## config.mk

```make
export PLATFORM = sky130hd
export DESIGN_NAME = thor2024_fpu_dispatch
export DESIGN_NICKNAME = d
export VERILOG_FILES = /design/src/rtl/thor2024_fpu_dispatch_pkg.sv /design/src/rtl/thor2024_fpu_dispatch_sel.sv /design/src/rtl/thor2024_fpu_dispatch.sv
export SDC_FILE = /design/constraint.sdc
export NUM_CORES = 1
export LEC_CHECK = 0
export CORE_MARGIN = 8
export CORE_UTILIZATION = 45
export CTS_BUF_LIST = sky130_fd_sc_hd__clkbuf_2 sky130_fd_sc_hd__clkbuf_4 sky130_fd_sc_hd__clkbuf_8
export DETAILED_ROUTE_END_ITERATION = 16
export SKIP_LAST_GASP = 1
export SLEW_MARGIN = 20
export SYNTH_ARGS = -nofsm -noshare
export SYNTH_HDL_FRONTEND = slang
export SYNTH_SLANG_ARGS = --single-unit
```

## constraint.sdc

```tcl
create_clock -name clk -period 16.55 [get_ports clk]
set_input_delay 2.4825 -clock clk [delete_from_list [all_inputs] [get_ports clk]]
set_output_delay 2.4825 -clock clk [all_outputs]
set_load 0.05 [all_outputs]
```

## src/rtl/thor2024_fpu_dispatch_pkg.sv

```systemverilog
// Thor2024pkg: shared instruction types and opcodes for the Thor2024 core,
// plus the entry record held by the FPU dispatch queue.
//
// Contents:
//   r2_instr_t           - register-register instruction field view
//   instruction_t        - 32-bit instruction (r2 view or raw bits)
//   OP_FLT2 / OP_FLT3    - floating-point opcodes routed to the FPUs
//   FPU_DISPATCH_TAGW    - storage width of the reorder tag in an entry
//   fpu_dispatch_entry_t - one queued instruction plus its reorder tag
//   is_fpu_op()          - opcode classifier used by the dispatcher
package Thor2024pkg;

  localparam logic [6:0] OP_FLT2 = 7'h4C;
  localparam logic [6:0] OP_FLT3 = 7'h4D;

  // The dispatcher stores tags at this width; its TAGW parameter must not exceed it.
  localparam int FPU_DISPATCH_TAGW = 8;

  typedef struct packed {
    logic [6:0] func;
    logic [5:0] rs2;
    logic [5:0] rs1;
    logic [5:0] rd;
    logic [6:0] opcode;
  } r2_instr_t;

  typedef union packed {
    r2_instr_t   r2;
    logic [31:0] raw;
  } instruction_t;

  typedef struct packed {
    instruction_t                 instr;
    logic [FPU_DISPATCH_TAGW-1:0] tag;
  } fpu_dispatch_entry_t;

  function automatic logic is_fpu_op(input logic [6:0] op);
    return (op == OP_FLT2) || (op == OP_FLT3);
  endfunction

endpackage

```

## src/rtl/thor2024_fpu_dispatch_sel.sv

```systemverilog
// thor2024_fpu_dispatch_sel: maps the oldest queue entries onto ready units.
// The k-th lowest-index ready unit receives the k-th oldest entry, as long
// as k is below the queue occupancy.
//
// Ports:
//   count      in   current queue occupancy
//   fu_ready   in   per-unit ready
//   sel_valid  out  per-unit "this unit gets an entry"
//   sel_offset out  per-unit entry offset from the queue head (valid only
//                   where sel_valid is set)
module thor2024_fpu_dispatch_sel #(
  parameter int NFPU = 2,
  parameter int CW   = 4,
  parameter int OW   = 1
) (
  input  logic [CW-1:0]             count,
  input  logic [NFPU-1:0]           fu_ready,
  output logic [NFPU-1:0]           sel_valid,
  output logic [NFPU-1:0][OW-1:0]   sel_offset
);

  // rank = number of entries already handed to lower-index units. It never
  // exceeds count, so CW bits always hold it.
  logic [CW-1:0] w_rank;

  always_comb begin
    w_rank     = '0;
    sel_valid  = '0;
    sel_offset = '0;
    for (int i = 0; i < NFPU; i++) begin
      sel_offset[i] = w_rank[OW-1:0];
      if (fu_ready[i] && (w_rank < count)) begin
        sel_valid[i] = 1'b1;
        w_rank       = w_rank + CW'(1);
      end
    end
  end

endmodule

```

## src/rtl/thor2024_fpu_dispatch.sv

```systemverilog
// thor2024_fpu_dispatch: in-order issue queue feeding up to NFPU floating
// point units. OP_FLT2/OP_FLT3 instructions are queued with their reorder
// tag; each cycle the oldest entries go to the lowest-index ready units.
//
// Handshake: a transfer on either side happens in a cycle where valid and
// ready are both high at the clock edge. in_ready comes from registered
// occupancy only (no credit for same-cycle dispatch). fu_valid may depend
// combinationally on fu_ready; units must not make fu_ready depend on
// fu_valid.
//
// Ports:
//   clk, rst            clock, synchronous active-high reset
//   flush               discard all queued entries at the next edge
//   in_valid/in_instr/in_tag  offered instruction and reorder tag
//   in_ready            queue has space (count < DEPTH)
//   in_fpu              offered opcode is OP_FLT2 or OP_FLT3
//   fu_valid/fu_instr/fu_tag  per-unit issue
//   fu_ready            per-unit accept
//   count               current occupancy
//   stat_issued/stat_stall    only with THOR2024_FPU_DISPATCH_STATS_EN:
//                       saturating totals of transfers and of cycles where
//                       the queue held entries but nothing transferred
//
// Configuration macro: THOR2024_FPU_DISPATCH_STATS_EN
module thor2024_fpu_dispatch
  import Thor2024pkg::*;
#(
  parameter int DEPTH = 8,
  parameter int NFPU  = 2,
  parameter int TAGW  = 5
) (
  input  logic                         clk,
  input  logic                         rst,
  input  logic                         flush,
  input  logic                         in_valid,
  input  instruction_t                 in_instr,
  input  logic [TAGW-1:0]              in_tag,
  output logic                         in_ready,
  output logic                         in_fpu,
  output logic [NFPU-1:0]              fu_valid,
  output instruction_t [NFPU-1:0]      fu_instr,
  output logic [NFPU-1:0][TAGW-1:0]    fu_tag,
  input  logic [NFPU-1:0]              fu_ready,
`ifdef THOR2024_FPU_DISPATCH_STATS_EN
  output logic [31:0]                  stat_issued,
  output logic [31:0]                  stat_stall,
`endif
  output logic [$clog2(DEPTH+1)-1:0]   count
);

  localparam int CW = $clog2(DEPTH + 1);
  localparam int AW = $clog2(DEPTH);
  localparam int OW = (NFPU > 1) ? $clog2(NFPU) : 1;

  fpu_dispatch_entry_t r_mem [DEPTH];
  logic [AW-1:0]       r_head;
  logic [AW-1:0]       r_tail;
  logic [CW-1:0]       r_count;

  logic                      w_enq;
  logic [CW-1:0]             w_ndisp;
  logic [NFPU-1:0]           w_sel_valid;
  logic [NFPU-1:0][OW-1:0]   w_sel_offset;

  assign in_fpu   = is_fpu_op(in_instr.r2.opcode);
  assign in_ready = (r_count < CW'(DEPTH));
  assign count    = r_count;
  assign w_enq    = in_valid & in_fpu & in_ready & ~flush;

  thor2024_fpu_dispatch_sel #(
    .NFPU (NFPU),
    .CW   (CW),
    .OW   (OW)
  ) u_sel (
    .count      (r_count),
    .fu_ready   (fu_ready),
    .sel_valid  (w_sel_valid),
    .sel_offset (w_sel_offset)
  );

  assign fu_valid = w_sel_valid;

  // Read port per unit: head plus offset, wrapping naturally since DEPTH is
  // a power of two.
  for (genvar g = 0; g < NFPU; g++) begin : g_unit
    logic [AW-1:0] w_idx;
    assign w_idx       = r_head + AW'(w_sel_offset[g]);
    assign fu_instr[g] = r_mem[w_idx].instr;
    assign fu_tag[g]   = r_mem[w_idx].tag[TAGW-1:0];
  end

  always_comb begin
    w_ndisp = '0;
    for (int i = 0; i < NFPU; i++) begin
      w_ndisp = w_ndisp + CW'(fu_valid[i] & fu_ready[i]);
    end
  end

  // Storage is never reset; occupancy alone decides what is live.
  always_ff @(posedge clk) begin
    if (w_enq) begin
      r_mem[r_tail].instr <= in_instr;
      r_mem[r_tail].tag   <= FPU_DISPATCH_TAGW'(in_tag);
    end
  end

  // Transfers during a flush cycle are real, but the pointers are zeroed
  // anyway, so flush simply overrides the normal update.
  always_ff @(posedge clk) begin
    if (rst || flush) begin
      r_head  <= '0;
      r_tail  <= '0;
      r_count <= '0;
    end else begin
      r_head  <= r_head + AW'(w_ndisp);
      r_tail  <= r_tail + AW'(w_enq);
      r_count <= r_count + CW'(w_enq) - w_ndisp;
    end
  end

`ifdef THOR2024_FPU_DISPATCH_STATS_EN
  logic [32:0] w_issued_sum;
  assign w_issued_sum = {1'b0, stat_issued} + 33'(w_ndisp);

  always_ff @(posedge clk) begin
    if (rst) begin
      stat_issued <= '0;
      stat_stall  <= '0;
    end else begin
      stat_issued <= w_issued_sum[32] ? '1 : w_issued_sum[31:0];
      if ((r_count != '0) && (w_ndisp == '0) && (stat_stall != '1)) begin
        stat_stall <= stat_stall + 32'd1;
      end
    end
  end
`endif

endmodule

```

After elaboration in Yosys (flattened, before gate mapping). Memory sizes are Yosys's and may differ from the RTL's. A register that Yosys moved wholly into a read port is not among the register bits. Index checks and enable logic that the tools add are counted.

Flip-flop bits (word level): 10. Output and inout bits: 82. Input bits: 43. Memory bits (read-only): 0. Memories: 1. Memory bits (writable): 296. Bits in latches: 0. Logic and storage cells: 31.

Shift operators: 0. Reductions and logical operators: 4. Div/mod/pow operators: 0. $lt $le $gt $ge: 3. Bitwise operators: 6. Muxes and demuxes: 6. Multipliers: 0. Equality and inequality tests: 2. Add/subtract/negate cells: 6.

Memory list: r_mem (words 8, width 37, read ports 2, clocked after Yosys merged registers in 1, write ports 1, line thor2024_fpu_dispatch.sv:55) `fpu_dispatch_entry_t r_mem [DEPTH];`.

Operators by type and width (number): equality test 7 bit, second input constant (2); adder 3 x 1 -> 3 bit (2); AND 1 bit (5); 2-to-1 mux 1 bit (5); adder 4 x 1 -> 4 bit (1); less-than comparator 1 x 4 -> 1 bit (1); less-than comparator 1 x 4 -> 1 bit, first input constant (1); less-than comparator 4 bit, second input constant (1); subtractor 4 x 2 -> 4 bit (1); adder 3 x 2 -> 3 bit (1); 2-to-1 mux 3 bit (1); adder 1 x 1 -> 2 bit (1); logical AND 1 bit (2); logical OR 1 bit (2); NOT 1 bit (1).

Longest topological paths before layout.
Depth after elaboration: 10. Mapped depth: 11.

Cells and area by module. From an unflattened synthesis, not the netlist that was laid out.

Cell total of the unflattened synthesis: 639. Area, all modules: 14061.0 µm².

Modules (own cells, without submodules): thor2024_fpu_dispatch (seq. area each 9088.7 µm², area each 14013.4 µm², times used 1, cells an instance 633); thor2024_fpu_dispatch_sel (seq. area each 0.0 µm², area each 47.5 µm², times used 1, cells an instance 6).

Worst setup path after synthesis. No wires, ideal clock.

Kind: in2reg. Start: input in_instr[5] (netlist name). End: memory r_mem[0][0] (netlist name) (enable). Stages: 3. Setup time: 0.524 ns. Arrival time: 6.658 ns. Required time: 16.026 ns. Path slack: 9.368 ns. Path buffers: 0. Path through: nor4bb_1 nand3_1 nor4_1.

Word-level cells in the longest chain between the ends: 7.

RTL lines: start: declaration (line thor2024_fpu_dispatch.sv:36) `input instruction_t in_instr,`; equality test 7 bit (line thor2024_fpu_dispatch_pkg.sv:38) `return (op == OP_FLT2) || (op == OP_FLT3);`; logical OR 1 bit * (line thor2024_fpu_dispatch_pkg.sv:38); AND 1 bit * (3 in a row) (line thor2024_fpu_dispatch.sv:68) `assign w_enq = in_valid & in_fpu & in_ready & ~flush;`; 2-to-1 mux 1 bit * (line thor2024_fpu_dispatch.sv:101) `if (w_enq) begin`; 2-to-1 mux 1 bit (not written as such) * (line thor2024_fpu_dispatch.sv:103) `r_mem[r_tail].tag <= FPU_DISPATCH_TAGW'(in_tag);`; end: declaration (line thor2024_fpu_dispatch.sv:55).

Every way passes the cells marked *; elsewhere a longest branch is shown, timed or not.

==> summary.txt <==
Run status
  • Status: completed

Clock network
  • Root Buffer: clkbuf_8
  • CTS tree: built
  • CTS Hold Buffers Added: 0
  • Clk_lat worst skew: 0.56 ns
  • H-tree lvl count: 2
  • Setup Buffers After CTS: 0
  • Longest Clk Path Bufs: 3
  • Post_cts resized: 0
  • CTS Buf Count: 51
  • Clk sinks: 306
  • Clk slew on worst S/H paths: approximately 0.060 ns

Synth
  • Mapped Cells: approximately 630
  • EDFF count, synth: around 300
  • Register area share after synthesis: a little over three fifths
  • Area leader, netlist: edfxtp_1
  • Asr flop ratio synth: 0%
  • Top_reg_cell synth: edfxtp_1
  • Synth unique cells: 35
  • Largest cells by area after synthesis: edfxtp_1, mux4_1, mux4_2
  • Synth Area per Inst: roughly 23 µm²
  • Yosys warns: 0
  • Synthesized flop and latch total: a little over 300
  • Yosys top cell area share: 61.7%
  • Synth Cell Area: 14,400 µm²
  • Net count after synthesis: about 690

Route
  • Detailed Route WL: ~34,000 µm
  • DRC: 0
  • Antenna viol nets, final: 0
  • Vias: around 7.4k
  • WL/cell: ~27 µm
  • Drt first pass iters: 4
  • Iter 0 DRT Violations: 400
  • Via density: between 6 and 7

Timing
  • Fin crit period: 8.73 ns
  • Hold Vio Cnt, Final: 0
  • Setup TNS Final: 0 ns
  • RSZ-0062 raised after global routing: no
  • Final WS setup: about 7.8 ns
  • Max-slew violation count: 0
  • Period utilization: about 53%
  • Fin Clk Skew: approximately 0.031 ns
  • Fmax: between 0.1 and 0.15 GHz
  • Setup Viol. Count Final: 0
  • Relative slew slack: around a third
  • Hold WS: ~0.65 ns
  • Slew at the pin closest to its max-slew limit: between 0.9 and 1 ns

Die
  • Placement Rows: 65
  • Die Wd: about 190 µm
  • Core area: approximately 32,000 µm²
  • Initial Util: between 40% and 50%
  • Die Height: 195 µm
  • Die ar.: 38,000 µm²
  • I/O pin count: approximately 130

Place
  • I/O Buffers: about 120
  • Placed cell count: around 1.1k
  • Gp weighted congestion: approximately 0.74
  • Setup WS pre-CTS: just under 8 ns
  • DP Area: approximately 16,000 µm²
  • Final HPWL DP: ~19,000 µm

Finish
  • Most frequent cells in the layout: edfxtp_1, clkdlybuf4s50_1, mux4_1
  • Area Overhead vs Synth: 19.0%
  • Most common cell after layout, fill and taps aside: edfxtp_1
  • Post-route cell area: roughly 17,000 µm²
  • Layout Nets: between 800 and 900
  • Final Non-Filler Cells: ~1.2k
  • Layout cells sized above 1: 30.4%

Critical path
  • R2R Path End: count[2]$_SDFF_PP0_
  • Crit path from: fu_ready[0]
  • Reg2reg path depth: 11
  • R2r setup slk: roughly 14 ns
  • Worst reg2reg path startpoint: count[3]$_SDFF_PP0_
  • Worst setup EP type: output port
  • CP arrival: between 6 and 7 ns
  • CP startpoint kind: input pin
  • Critical Path RT: 14.07 ns
  • Critical path class: input pin to output port
  • Maximum fanout count along the critical path: 46

Global route
  • Initial antenna violation count: 2
  • Vias in the first global route: roughly 8.2k
  • First-pass GRT wire length: between 50,000 and 60,000 µm
  • Total grt overflow: 0
  • GRT Util Overall: between 10% and 20%
  • Largest net degree at the start of global routing: between 70 and 80

Power
  • Maximum vdd drop: 0.107 mV
  • Pleak: roughly 0.0054 µW
  • Pwr dens: roughly 160 nW/µm²

Worst hold path
  • Hold crit path type: flip-flop to flip-flop
  • Hold Crit Depth: 2
  • Hold EP: r_tail[2]$_SDFF_PP0_
  • Hold Path Origin: r_tail[2]$_SDFF_PP0_

Job
  • Max cap viols: 0
## through the flow
stage | power, µW | utilization [%]
floorplan | 1790 | -
global placement | 2050 | 50.9
detailed placement | 2060 | 50.9
CTS | 2740 | 54.2
global route | 2830 | 54.3
finish | 2700 | 54.3
## registers in the layout, indices dropped and copies added (netlist names)
register  flops
r_mem       296
count         4
r_head        3
r_tail        3
## where the power goes
group	total [µW]	switching, µW	internal (µW)
Clock	681	293	388
Sequential	873	17.3	856
Combinational	1150	624	527
Total	2700	934	1770
## worst max-delay path, cell delays in order
cell	delay (ns)
clkdlybuf4s50_1	0.45
o31a_1	0.16
ha_4	0.65
buf_4	0.78
mux4_1	0.66
mux2_2	0.28
clkdlybuf4s50_1	0.70
## area by class of cell
class / instances / area, µm²
fill: 2437 / 14400
sequential: 306 / 9100
multi-input combinational: 277 / 5050
timing repair buffer: 143 / 1410
clock buffer: 67 / 828
tap: 402 / 503
clock inverter: 24 / 213
inverter: 9 / 33.8
antenna: 1 / 2.50
## how the worst max path moves through the flow
| stage | end | depth (start not counted) |
|---|---|---|
| 5_1_grt | fu_instr[41] | 7 |
| 3_3_place_gp | fu_tag[8] | 7 |
| 6_report | fu_instr[43] | 7 |
| 4_1_cts | fu_tag[8] | 7 |
| 2_1_floorplan | r_mem[0][0]$_DFFE_PP_ | 3 |
| 3_5_place_dp | fu_instr[35] | 7 |
## layer usage
metal | track usage [%] | share of wire (%)
met1 | 21.7 | 41
met2 | 31.2 | 52
met3 | 3.40 | 4.7
met4 | 5.47 | 2.1
met5 | 0 | 0.039
## synth_stat cells (2+ instances only)
library cell,instances
mux4_4,12
nand2b_1,2
and2_1,6
buf_2,3
nor2_1,4
mux4_2,54
clkbuf_1,10
o31a_1,4
buf_4,6
fa_1,2
xnor2_1,2
inv_1,9
edfxtp_1,296
mux2_2,74
nand2_1,2
nor3_1,8
nor2b_1,2
buf_6,17
ha_1,12
dfxtp_1,10
mux4_1,82
## cell families after synthesis
logic type	after synthesis	synth area share [%]
multiplexers	223	31.4
buffers and inverters	48	2.42
AO/OA/AOI/OAI	6	0.330
AND/OR/NAND/NOR	30	1.16
adder cells (fa/ha/maj)	14	1.32
XOR/XNOR	4	0.296
flip-flops	306	63.1
(Power assumes the default switching activity.)
